**src/rtl/imem_pkg.sv**
```systemverilog
// Shared types and constants for the instruction memory fetch unit.
// The memory image starts out as all NOPs so an unloaded core executes harmlessly.
package imem_pkg;

    localparam logic [31:0] NOP_INSTR       = 32'h0000_0013;
    localparam int          DEF_ADDR_W      = 6;
    localparam int          DEF_DATA_W      = 32;
    localparam int          DEF_WAIT_STATES = 1;

    typedef enum logic [1:0] {
        IDLE,
        WAIT,
        RESP
    } imem_state_t;

endpackage

```
**src/rtl/imem_array.sv**
```systemverilog
// Instruction storage: one synchronous write port and one asynchronous read port.
// The fetch unit registers the read value on the same edge as a write, so reads see the old word.
module imem_array
    import imem_pkg::*;
#(
    parameter int ADDR_W = DEF_ADDR_W,
    parameter int DATA_W = DEF_DATA_W
)(
    input  logic              clk,
    input  logic              we,
    input  logic [ADDR_W-1:0] waddr,
    input  logic [DATA_W-1:0] wdata,
    input  logic [ADDR_W-1:0] raddr,
    output logic [DATA_W-1:0] rdata
);

    // Power-up image only; reset never touches the contents.
    logic [DATA_W-1:0] mem [2**ADDR_W] = '{default: DATA_W'(NOP_INSTR)};

    always_ff @(posedge clk) begin
        if (we) begin
            mem[waddr] <= wdata;
        end
    end

    assign rdata = mem[raddr];

endmodule

```
**src/rtl/imem_fetch.sv**
```systemverilog
// Instruction memory with a registered request/response fetch interface,
// configurable wait states, a boot-time program port and a retired-fetch counter.
module imem_fetch
    import imem_pkg::*;
#(
    parameter int ADDR_W      = DEF_ADDR_W,
    parameter int DATA_W      = DEF_DATA_W,
    parameter int WAIT_STATES = DEF_WAIT_STATES
)(
    input  logic              clk,
    input  logic              rst,
    input  logic              req_valid,
    output logic              req_ready,
    input  logic [ADDR_W+1:0] req_addr,
    output logic              rsp_valid,
    input  logic              rsp_ready,
    output logic [DATA_W-1:0] rsp_data,
    output logic              rsp_err,
    input  logic              prog_en,
    input  logic              prog_we,
    input  logic [ADDR_W-1:0] prog_addr,
    input  logic [DATA_W-1:0] prog_data,
    output logic [31:0]       fetch_cnt
);

    localparam logic [2:0] WAIT_LOAD = (WAIT_STATES > 0) ? 3'(WAIT_STATES - 1) : 3'd0;

    imem_state_t       state;
    imem_state_t       state_next;
    logic [2:0]        wait_cnt;
    logic [ADDR_W-1:0] addr_q;
    logic              err_q;
    logic              accept;
    logic              rsp_fire;
    logic              capture;
    logic [ADDR_W-1:0] rd_addr;
    logic              rd_err;
    logic [DATA_W-1:0] rd_data;

    assign rsp_valid = (state == RESP);
    assign req_ready = !prog_en && ((state == IDLE) || ((state == RESP) && rsp_ready));
    assign accept    = req_valid && req_ready;
    assign rsp_fire  = rsp_valid && rsp_ready;

    // Zero-wait fetches read straight from the request; otherwise from the latched address.
    assign capture = ((state == WAIT) && (wait_cnt == 3'd0)) || (accept && (WAIT_STATES == 0));
    assign rd_addr = (state == WAIT) ? addr_q : req_addr[ADDR_W+1:2];
    assign rd_err  = (state == WAIT) ? err_q  : (req_addr[1:0] != 2'b00);

    imem_array #(
        .ADDR_W (ADDR_W),
        .DATA_W (DATA_W)
    ) u_array (
        .clk   (clk),
        .we    (prog_en && prog_we),
        .waddr (prog_addr),
        .wdata (prog_data),
        .raddr (rd_addr),
        .rdata (rd_data)
    );

    always_ff @(posedge clk) begin
        if (rst) begin
            state <= IDLE;
        end else begin
            state <= state_next;
        end
    end

    always_comb begin
        state_next = state;
        case (state)
            IDLE: begin
                if (accept) begin
                    state_next = (WAIT_STATES == 0) ? RESP : WAIT;
                end
            end
            WAIT: begin
                if (wait_cnt == 3'd0) begin
                    state_next = RESP;
                end
            end
            RESP: begin
                if (rsp_ready) begin
                    if (accept) begin
                        state_next = (WAIT_STATES == 0) ? RESP : WAIT;
                    end else begin
                        state_next = IDLE;
                    end
                end
            end
            default: state_next = IDLE;
        endcase
    end

    always_ff @(posedge clk) begin
        if (rst) begin
            wait_cnt  <= 3'd0;
            addr_q    <= '0;
            err_q     <= 1'b0;
            rsp_data  <= '0;
            rsp_err   <= 1'b0;
            fetch_cnt <= 32'd0;
        end else begin
            if (accept) begin
                addr_q   <= req_addr[ADDR_W+1:2];
                err_q    <= (req_addr[1:0] != 2'b00);
                wait_cnt <= WAIT_LOAD;
            end else if ((state == WAIT) && (wait_cnt != 3'd0)) begin
                wait_cnt <= wait_cnt - 3'd1;
            end
            // Misaligned fetches return a zero word flagged with rsp_err.
            if (capture) begin
                rsp_err  <= rd_err;
                rsp_data <= rd_err ? '0 : rd_data;
            end
            if (rsp_fire) begin
                fetch_cnt <= fetch_cnt + 32'd1;
            end
        end
    end

endmodule

```
**config.mk**
```make
export PLATFORM = sky130hd
export DESIGN_NAME = imem_fetch
export DESIGN_NICKNAME = d
export VERILOG_FILES = /design/src/rtl/imem_pkg.sv /design/src/rtl/imem_array.sv /design/src/rtl/imem_fetch.sv
export SDC_FILE = /design/constraint.sdc
export NUM_CORES = 2
export LEC_CHECK = 0
export ABC_AREA = 0
export BUFFER_PORTS_ARGS = -buffer_cell sky130_fd_sc_hd__buf_2
export CORE_AREA = 3 3 410 412
export DETAILED_ROUTE_END_ITERATION = 10
export DIE_AREA = 0 0 413 415
export MAX_ROUTING_LAYER = met4
export PLACE_DENSITY = 0.75
export SYNTH_ARGS = -nofsm -noshare
export SYNTH_HDL_FRONTEND = slang
export SYNTH_SLANG_ARGS = --single-unit
```
**constraint.sdc**
```tcl
create_clock -name clk -period 9.1 [get_ports clk]
set_input_delay 0.91 -clock clk [delete_from_list [all_inputs] [get_ports clk]]
set_output_delay 0.91 -clock clk [all_outputs]
set_load 0.005 [all_outputs]
```
==> summary.md <==
| Metric | Value |
|---|---|
| Outcome | complete, no violations |
| Die Span X | 413 µm |
| Area Growth Syn to Fin | 11.25% |
| Pwr dens | 220.0 nW/µm² |
| Final number of max-transition violations | 0 |
| Post-Route WL | 237100 µm |
| Internal | 15.65 mW |
| Initial Util | 0.4986 |
| CP Cell Sequence | nand2b_1 > a21oi_4 > buf_12 > buf_4 > nand2_1 > a31oi_1 > nand4_1 > a41oi_1 > a211o_1 |
| Clock Skews | 0.03346 ns |
| Slowest stage cell, crit path | a21oi_4 |
| Max FO, Critical Path | 197 |
| Die area | 171400 µm² |
| Final Hold Vio Count | 0 |
| Max-cap violation count | 0 |
| Tmin final | 4.777 ns |
| Register area | 63040 µm² |
| Worst min-delay path class | primary input to flip-flop |
| Post CTS Setup Buffer Count | 0 |
| GRT Overall Usage | 0.2792 |
| Placer congestion estimate | 0.8549 |
| Multi-input gate area | 17660 µm² |
| Crit end category | flip-flop |
| PnR worst setup slack | 4.323 ns |
| Unrepaired setup endpoints after global routing | no |
| Gate Count Post-Synth | 6220 |
| Final Cycle Share | 0.5250 |
| Initial antenna violation count | 19 |
| Max frequency | 209.3 MHz |
| Grt ovf | 0 |
| DR pass1 iterations | 8 |
| Worst setup path category | flip-flop to flip-flop |
| Sequential cell area fraction in the yosys report | 0.7672 |
| DR iter-0 viols | 9318 |
| Nets | 6311 |
| Post-synth ARST share | 0 |
| Psw | 4.466 mW |
| Worst setup SP type | flip-flop |
| Remaining DRCs | 0 |
| Clk pwr share | 0.410 |
| Dpl hpwl | 121200 µm |
| Post_cts resized | 0 |
| CTS tree | built |
| Least-Margin Pin Slew | 1.203 ns |
| Clk slew on worst S/H paths | 0.06 ns |
| Hold_buf cts | 0 |
| Root buffer cell | clkbuf_16 |
| Crit path required time | 9.85 ns |
| Crit path arrival time | 5.53 ns |
| Fillcell total | 12.63k |
| Switching share of total power | 0.2220 |
| Leakage | 30.22 nW |
| Post-placement setup slack | 4.436 ns |
| First-pass GRT wire length | 341600 µm |
| Commonest non-fill, non-tap cell in the layout | nand2_1 |
| Sequential share of power | 0.536 |
| # IOs | 119 |
| Ys flop type | edfxtp_1 |
| Post-synth EDFFs | 2048 |
| Largest net degree at the start of global routing | 198 |
| Clk sinks | 2125 |
| WHS Path Cells | 3 |
| Share of cells above drive strength 1 | 0.08976 |
| Synth Cell Area | 82170 µm² |
| Max clock buf depth | 3 |
| Synthesized net count | 6275 |
| IO buf count | 118 |
| Synth unique cells | 41 |
| Relative max-transition margin | 0.1981 |
| Max H-tree Level | 4 |
| Worst-skew pair later-pin latency | 0.84 ns |
| Detail Route Antenna Nets | 0 |
| Mean Syn Cell Area | 13.21 µm² |
| VDD IR-drop max | 215.9 µV |
| Comb power frac | 0.054 |
| Vias per cell | 6.268 |
| Inserted Clock Buffers | 200 |
| Total number of vias | 54.09k |
| R2R depth | 9 |
| Row cnt | 149 |
| Synth Register Bits | 2125 |
| Die Y | 415 µm |
| Vias in the first global route | 51.00k |
| Fin Hold WS | 0.3652 ns |
| Most frequent cells in the layout | nand2_1, edfxtp_1, nand3_1 |
| Warning count from the yosys run | 0 |
| Slowest stage delay, CP | 0.97 ns |
| Setup TNS | 0 ns |
| Final Setup Violations | 0 |
| Wire per inst | 27.48 µm |
| Core area | 164800 µm² |
==> final timing paths <==
kind                               from                         to  slack [ns]
setup / recovery  state[1]$_SDFFE_PP0P_  rsp_data[14]$_SDFFE_PP0P_        4.32
hold / removal              req_addr[6]     addr_q[4]$_SDFFE_PP0P_        0.37
setup reg to reg  state[1]$_SDFFE_PP0P_  rsp_data[14]$_SDFFE_PP0P_        4.32
hold reg to reg    rsp_err$_SDFFE_PP0P_       rsp_err$_SDFFE_PP0P_        0.46
==> cell usage after synthesis (all sizes together), types with 7 or more instances <==
master	count	area (µm²)
and3	10	62.56
nand3	785	3929
nand4	261	1633
nor3	9	45.04
a211o	32	280.3
a21oi	15	78.83
nor2	103	386.6
buf	323	1755
a41oi	64	560.5
nand3b	7	52.55
clkbuf	65	244.0
a31oi	260	1678
edfxtp	2048	61500
dfxtp	77	1541
xor2	21	183.9
xnor2	8	70.07
nand2	2087	7834
==> power groups by stage <==
stage	Combinational [mW]	Sequential, mW	Clock [mW]
after floorplan	0.649	11.0	0
after global placement	1.03	11.0	0
after detailed placement	1.05	11.0	0
after CTS	1.06	10.8	8.28
after global routing	1.16	10.8	8.68
final	1.08	10.8	8.25
==> through the flow <==
stage,std cells,utilization,instance area [µm²],total power [mW]
floorplan,6220,-,82170,11.63
global placement,8243,0.5154,84940,12.02
detailed placement,8243,0.5154,84940,12.05
CTS,8617,0.5545,91380,20.13
global route,8627,0.5546,91410,20.62
finish,8630,0.5547,91420,20.12
==> routing by layer <==
layer  wire (µm)  track usage  up-vias
li1            -            -    22870
met1       85540       0.3810    26570
met2      107200       0.4081     3948
met3       33720      0.06211      704
met4       10650       0.1152        0
met5           0            -        -
==> critical path: cells and delay by family (launching register included) <==
family | cells | cell delay [ns]
buf+inv | 2 | 1.37
flops | 1 | 0.34
compound gates | 4 | 1.90
simple gates | 3 | 0.83
==> kinds of logic after synthesis <==
kind of cell             Yosys count  share of synthesized area
buffers and inverters            394                    0.02461
flip-flops                      2125                     0.7672
adder cells (fa/ha/maj)            3                  0.0004568
AND/OR/NAND/NOR                 3291                     0.1723
AO/OA/AOI/OAI                    377                    0.03225
multiplexers                       1                  0.0001218
XOR/XNOR                          29                   0.003091
==> registers in the layout, summed over array words and instances, names as in the netlist <==
register and flops:
rsp_data 32, rsp_err 1, addr_q 6, fetch_cnt 32
wait_cnt 3, err_q 1, state 2, u_array.mem 2048
==> layout make-up <==
cell class	instances	share of cell area
Tap cell	2189	0.02996
Inverter	6	0.0002464
Multi-Input combinational cell	3701	0.1932
Timing Repair Buffer	222	0.01623
Sequential cell	2125	0.6896
Clock inverter	117	0.01267
Clock buffer	257	0.05776
Antenna cell	13	0.0003559
Note: power is estimated with default switching activity, not from simulation.
